<file path="src/rtl/br_predict_pkg.sv">
`default_nettype none
// ============================================================================
// Module      : br_predict_pkg
// Description : Branch control codes and helpers shared by the predictor.
// Revision    : 1.0
// ============================================================================
package br_predict_pkg;

    localparam logic [3:0] c_br_none = 4'h0;
    localparam logic [3:0] c_br_beq  = 4'h1;
    localparam logic [3:0] c_br_bne  = 4'h2;
    localparam logic [3:0] c_br_j    = 4'h3;

    typedef enum logic [1:0] {
        CB_NONE = 2'd0,
        CB_BEQ  = 2'd1,
        CB_BNE  = 2'd2,
        CB_J    = 2'd3
    } cb_kind_e;

    // Anything not recognised behaves as a non-branch instruction.
    function automatic cb_kind_e decode_cb(input logic [3:0] cb);
        case (cb)
            c_br_beq: return CB_BEQ;
            c_br_bne: return CB_BNE;
            c_br_j:   return CB_J;
            default:  return CB_NONE;
        endcase
    endfunction

    function automatic logic [1:0] cnt_step(input logic [1:0] cnt, input logic taken);
        if (taken)
            return (cnt == 2'b11) ? cnt : cnt + 2'd1;
        else
            return (cnt == 2'b00) ? cnt : cnt - 2'd1;
    endfunction

endpackage
`default_nettype wire

</file>
<file path="src/rtl/br_resolve.sv">
`default_nettype none
// ============================================================================
// Module      : br_resolve
// Description : Combinational EX-stage branch/jump resolution.
// Revision    : 1.0
// ============================================================================
module br_resolve
    import br_predict_pkg::*;
(
    input  logic [31:0] i_ex_pc,
    input  logic [3:0]  i_ex_cb,
    input  logic [31:0] i_rd1,
    input  logic [31:0] i_rd2,
    input  logic [15:0] i_offset,
    input  logic [25:0] i_instr_index,
    output logic        o_is_branch,
    output logic        o_is_jump,
    output logic        o_taken,
    output logic [31:0] o_target,
    output logic [31:0] o_next_pc
);

    cb_kind_e    w_kind;
    logic [31:0] w_pc_plus4;
    logic [31:0] w_br_target;
    logic [31:0] w_j_target;

    always_comb begin
        w_kind      = decode_cb(i_ex_cb);
        w_pc_plus4  = i_ex_pc + 32'd4;
        w_br_target = w_pc_plus4 + {{14{i_offset[15]}}, i_offset, 2'b00};
        w_j_target  = {i_ex_pc[31:28], i_instr_index, 2'b00};

        o_is_branch = (w_kind != CB_NONE);
        o_is_jump   = (w_kind == CB_J);
        o_target    = o_is_jump ? w_j_target : w_br_target;

        o_taken = 1'b0;
        case (w_kind)
            CB_BEQ:  o_taken = (i_rd1 == i_rd2);
            CB_BNE:  o_taken = (i_rd1 != i_rd2);
            CB_J:    o_taken = 1'b1;
            default: o_taken = 1'b0;
        endcase

        o_next_pc = o_taken ? o_target : w_pc_plus4;
    end

endmodule
`default_nettype wire

</file>
<file path="src/rtl/br_predict.sv">
`default_nettype none
// ============================================================================
// Module      : br_predict
// Description : Direct-mapped tagged branch predictor with 2-bit counters,
//               EX-stage training, mispredict redirect and statistics.
// Revision    : 1.0
// ============================================================================
module br_predict
    import br_predict_pkg::*;
#(
    parameter int         ENTRIES  = 16,
    parameter logic [1:0] CNT_INIT = 2'b01
) (
    input  logic        clk,
    input  logic        rst,
    input  logic [31:0] f_pc,
    output logic        pred_taken,
    output logic [31:0] pred_target,
    input  logic        ex_valid,
    input  logic [31:0] ex_pc,
    input  logic [3:0]  ex_cb,
    input  logic [31:0] ex_rd1,
    input  logic [31:0] ex_rd2,
    input  logic [15:0] ex_offset,
    input  logic [25:0] ex_instr_index,
    input  logic        ex_pred_taken,
    input  logic [31:0] ex_pred_target,
    output logic        redirect,
    output logic [31:0] redirect_pc,
    output logic [31:0] br_cnt,
    output logic [31:0] miss_cnt
);

    localparam int IDX_W = $clog2(ENTRIES);
    localparam int TAG_W = 30 - IDX_W;

    logic             r_valid   [ENTRIES];
    logic [TAG_W-1:0] r_tag     [ENTRIES];
    logic             r_is_jump [ENTRIES];
    logic [31:0]      r_target  [ENTRIES];
    logic [1:0]       r_cnt     [ENTRIES];

    logic        r_redirect;
    logic [31:0] r_redirect_pc;
    logic [31:0] r_br_cnt;
    logic [31:0] r_miss_cnt;

    logic [IDX_W-1:0] w_f_idx;
    logic             w_f_hit;
    logic [IDX_W-1:0] w_ex_idx;
    logic [TAG_W-1:0] w_ex_tag;
    logic             w_ex_hit;
    logic             w_is_branch;
    logic             w_is_jump;
    logic             w_taken;
    logic [31:0]      w_target;
    logic [31:0]      w_next_pc;
    logic             w_mispredict;
    logic             w_alloc;
    logic             w_train;
    logic             w_inval;
    logic [1:0]       w_cnt_next;

    br_resolve u_resolve (
        .i_ex_pc       (ex_pc),
        .i_ex_cb       (ex_cb),
        .i_rd1         (ex_rd1),
        .i_rd2         (ex_rd2),
        .i_offset      (ex_offset),
        .i_instr_index (ex_instr_index),
        .o_is_branch   (w_is_branch),
        .o_is_jump     (w_is_jump),
        .o_taken       (w_taken),
        .o_target      (w_target),
        .o_next_pc     (w_next_pc)
    );

    // Lookup reads only registered state, so a same-cycle update is not visible.
    assign w_f_idx     = f_pc[IDX_W+1:2];
    assign w_f_hit     = r_valid[w_f_idx] && (r_tag[w_f_idx] == f_pc[31:IDX_W+2]);
    assign pred_taken  = w_f_hit && (r_is_jump[w_f_idx] || r_cnt[w_f_idx][1]);
    assign pred_target = pred_taken ? r_target[w_f_idx] : f_pc + 32'd4;

    assign w_ex_idx     = ex_pc[IDX_W+1:2];
    assign w_ex_tag     = ex_pc[31:IDX_W+2];
    assign w_ex_hit     = r_valid[w_ex_idx] && (r_tag[w_ex_idx] == w_ex_tag);
    assign w_mispredict = ex_valid &&
                          ((w_taken != ex_pred_taken) ||
                           (w_taken && (w_target != ex_pred_target)));

    assign w_alloc    = ex_valid && w_is_branch && !w_ex_hit && w_taken;
    assign w_train    = ex_valid && w_is_branch && w_ex_hit;
    assign w_inval    = ex_valid && !w_is_branch && w_ex_hit;
    assign w_cnt_next = w_alloc ? 2'b10 : cnt_step(r_cnt[w_ex_idx], w_taken);

    for (genvar e = 0; e < ENTRIES; e++) begin : g_entry
        always_ff @(posedge clk) begin
            if (rst) begin
                r_valid[e] <= 1'b0;
                r_cnt[e]   <= CNT_INIT;
            end else if (w_ex_idx == IDX_W'(e)) begin
                if (w_alloc || w_train) begin
                    r_valid[e]   <= 1'b1;
                    r_tag[e]     <= w_ex_tag;
                    r_is_jump[e] <= w_is_jump;
                    r_target[e]  <= w_target;
                    r_cnt[e]     <= w_cnt_next;
                end else if (w_inval) begin
                    r_valid[e] <= 1'b0;
                end
            end
        end
    end

    always_ff @(posedge clk) begin
        if (rst) begin
            r_redirect    <= 1'b0;
            r_redirect_pc <= 32'd0;
            r_br_cnt      <= 32'd0;
            r_miss_cnt    <= 32'd0;
        end else begin
            r_redirect <= w_mispredict;
            if (w_mispredict)
                r_redirect_pc <= w_next_pc;
            if (ex_valid && w_is_branch && (r_br_cnt != 32'hFFFF_FFFF))
                r_br_cnt <= r_br_cnt + 32'd1;
            if (w_mispredict && (r_miss_cnt != 32'hFFFF_FFFF))
                r_miss_cnt <= r_miss_cnt + 32'd1;
        end
    end

    assign redirect    = r_redirect;
    assign redirect_pc = r_redirect_pc;
    assign br_cnt      = r_br_cnt;
    assign miss_cnt    = r_miss_cnt;

endmodule
`default_nettype wire

</file>
<file path="config.mk">
export PLATFORM = sky130hd
export DESIGN_NAME = br_predict
export DESIGN_NICKNAME = d
export VERILOG_FILES = /design/src/rtl/br_predict_pkg.sv /design/src/rtl/br_resolve.sv /design/src/rtl/br_predict.sv
export SDC_FILE = /design/constraint.sdc
export NUM_CORES = 2
export LEC_CHECK = 0
export CAP_MARGIN = 20
export CORE_MARGIN = 4
export CORE_UTILIZATION = 52
export DETAILED_ROUTE_END_ITERATION = 10
export PLACE_DENSITY = 0.72
export SLEW_MARGIN = 20
export SYNTH_ARGS = -nofsm -noshare
export SYNTH_HDL_FRONTEND = slang
export SYNTH_HIERARCHICAL = 1
export SYNTH_SLANG_ARGS = --single-unit
export TNS_END_PERCENT = 50
</file>
<file path="constraint.sdc">
create_clock -name clk -period 14.7 [get_ports clk]
set_input_delay 3.675 -clock clk [delete_from_list [all_inputs] [get_ports clk]]
set_output_delay 3.675 -clock clk [all_outputs]
set_load 0.01 [all_outputs]
</file>
==> metrics.md <==
| Metric | Value |
|---|---|
| Status | `finished clean` |
| Skew final | `0.0278 ns` |
| Part of the power in registers | `48.9%` |
| CTS tree | `yes` |
| Iteration-0 DRC Markers | `4323` |
| Starting density of the core | `52.7%` |
| Crit path kind | `in -> out` |
| Reg2Reg Launch Point | `r_tag[11][10]` |
| Global-route wire length before repair | `230000 microns` |
| Synth-to-Final Area Change | `17.1%` |
| Slew margin rel. | `20.4%` |
| Vias in the first global route | `33100` |
| Clock group share of total power | `40.0%` |
| Worst-skew pair later-pin latency | `0.71 ns` |
| Worst setup startpoint | `f_pc[3]` |
| Largest family of logic cells by synthesized area | `multiplexers` |
| Final WL | `161000 microns` |
| Die area | `104000 sq um` |
| Number of enable flip-flop cells after synthesis | `992` |
| Placer Congestion | `0.919` |
| Required time worst endpoint | `11.02 ns` |
| Clk buf depth | `3` |
| Wire length per cell | `32.8 microns` |
| Clock Sinks | `1089` |
| DRT Pass-1 Iters | `6` |
| Crit path largest cell delay | `0.75 ns` |
| Final core utilization | `61.7%` |
| RSZ-0062 raised after global routing | `false` |
| Row cnt | `114` |
| Root buf cell | `clkbuf_16` |
| Core Area | `97300 sq um` |
| Max-Cap Viols | `0` |
| PortBufs | `339` |
| Resize count post-CTS | `0` |
| Post-Synth XOR/XNOR Area | `3.96%` |
| Data arrival time of the critical path | `8.60 ns` |
| Initial antenna violation count | `14` |
| Final Cycle Share | `83.5%` |
| Pwr Density | `118 nW/um^2` |
| Grt ovf | `0` |
| Synth warnings | `6` |
| CTS Buf Count | `112` |
| Die outline width | `322 microns` |
| Slew @ Worst Pin | `1.19 ns` |
| Tmin final | `12.27 ns` |
| Final ANT Viol Nets | `0` |
| Worst-path cell chain | `buf_8 > buf_4 > mux4_2 > nor2b_1 > a211oi_1 > nor3_1 > a2111o_1 > or4_4 > nor2_8 > mux2_2 > clkdlybuf4s50_1` |
| Cell count after synthesis | `3150` |
| Post-synthesis compound-gate area fraction | `5.06%` |
| Crit path launch type | `input pin` |
| Most common cell in the synthesized netlist | `edfxtp_1` |
| Via/cell ratio | `6.74` |
| Final number of setup-violating endpoints | `0` |
| Die Ht | `322 microns` |
| Layout cells sized above 1 | `20.4%` |
| Ports | `340` |
| HP Start | `redirect_pc[23]` |
| Adder-cell share of the synthesized area | `1.02%` |
| Fmax | `81.5 MHz` |
| Sequential element share of the synthesized area | `61.9%` |
| Synth top area share | `58.1%` |
| Logic pwr share | `11.1%` |
| Yosys top cell by area | `edfxtp_1` |
| HPWL after detailed placement | `103000 microns` |
| Slowest CP cell | `buf_4` |
| Synth Register Bits | `1089` |
| Pleak | `19.7 nW` |
| Top cells by count, synth | `edfxtp_1 (992), mux4_2 (347), nor2_1 (199), mux2i_1 (153), xor2_1 (132)` |
| Fin. max-slew vios | `0` |
| Synth Area in Simple Gates | `6.42%` |
| Post-synthesis async set-or-reset flop share | `0%` |
| Switching part of the total power | `23.8%` |
| Vias | `33000` |
| Total track usage | `30.9%` |
| Critical Path End Type | `primary output` |
| Maximum fanout along the worst path | `92` |
| Multiplexer share of the synthesized area | `19.7%` |
| Final hold vios | `0` |
| Synth Flop Type | `edfxtp_1` |
| CP bufs+invs | `3` |
| Clock-pin transition on the worst setup and hold timing paths | `0.05 ns` |
| Largest net degree at the start of global routing | `103` |
| DRC Markers | `0` |
| Syn avg cell area | `16.3 sq um` |
| # Post-CTS Setup Buffers | `0` |
| Worst IR drop on VDD | `0.000115 V` |
| Syn Std Cell Area | `51300 sq um` |
| # hold bufs at CTS | `0` |
| H-tree Lvls | `3` |
| Delay-heaviest family, CP | `buffers and inverters` |
| Count of different cell masters after synthesis | `91` |
| Net Count, Synth | `3401` |
| Total Power | `7.10 mW` |
| Final net count | `3779` |
| Ranking of synthesized cells by area | `edfxtp_1 (58%), mux4_2 (15%), dfxtp_1 (3.8%)` |
| Sw power | `1.69 mW` |
| Pint | `5.41 mW` |
| Hold crit path type | `reg -> reg` |
| Setup TNS | `0 ns` |
-- sequential cells by signal, summed over array words and instances, names as in the netlist --
name / count
br_cnt: 32
miss_cnt: 32
r_cnt: 32
r_is_jump: 16
r_tag: 416
r_target: 512
r_valid: 16
redirect: 1
redirect_pc: 32
-- worst min-delay path, stage by stage (launching register included) --
cell     delay, ns
dfxtp_1       0.33
mux2i_1       0.07
nor2_1        0.07
-- power by group through the flow --
stage	clock network, mW	registers, mW	logic [mW]
3_3_place_gp	0	3.54	0.756
5_1_grt	3.00	3.47	0.832
2_1_floorplan	0	3.54	0.429
3_5_place_dp	0	3.54	0.776
6_report	2.84	3.47	0.791
4_1_cts	2.86	3.47	0.779
-- layer usage --
metal  up-vias  share of wire, %  track usage (%)
met3       395                13             9.06
met4        18               4.6             12.9
met2      2329                46             47.9
li1      13400                 -                -
met1     16800                36             41.3
met5         -             0.073                0
-- cell type report --
type	instances	area (sq um)
antenna	2	5.00
clock buffer	151	3090
clock inverter	55	568
fill	7034	37200
inverter	25	93.8
multi-input combinational	1859	18700
sequential	1089	31700
tap	1276	1600
timing repair buffer	441	4210
-- layout by cell type (no fill, tap or decap), types with 26 or more instances in the layout --
master           count
edfxtp_1           992
mux4_2             347
clkdlybuf4s50_1    331
nor2_1             181
mux2i_1            153
xor2_1             132
nand2_1            122
clkbuf_16          115
buf_4              104
xnor2_1            100
dfxtp_1             97
a21oi_1             72
nand3_1             64
nand4_1             51
o21ai_0             43
a22oi_1             42
ha_1                40
mux2_2              39
a21o_1              32
o21bai_1            30
mux2_1              29
and3_1              27
nor2b_1             26
clkbuf_1            26
-- through the flow --
step	hold WS [ns]	cell area (sq um)	setup slack, ns	std cells
finish	0.503	60000	2.43	4898
global route	0.534	60000	2.13	4897
CTS	0.509	60000	2.29	4894
detailed placement	0.488	56300	2.34	4688
global placement	0.478	56300	2.40	4688
floorplan	0.510	51300	4.35	3150
-- kinds of logic (layout without fill, tap and decap cells) --
logic type | count (synthesis) | after routing
flops | 1089 | 1089
simple gates | 648 | 648
mux | 568 | 568
compound gates | 370 | 370
xor+xnor | 232 | 232
buf+inv | 202 | 672
fa+ha+maj | 41 | 41
other cells | 0 | 2
-- final timing paths --
| check | end | depth (start not counted) | slack (ns) |
|---|---|---|---|
| worst max-delay path | pred_target[24] | 11 | 2.43 |
| worst min-delay path | redirect_pc[23] | 2 | 0.50 |
| worst max register to register | r_target[7][8] | 11 | 9.12 |
| worst min register to register | redirect_pc[23] | 2 | 0.50 |
Note: power is estimated with default switching activity, not from simulation.
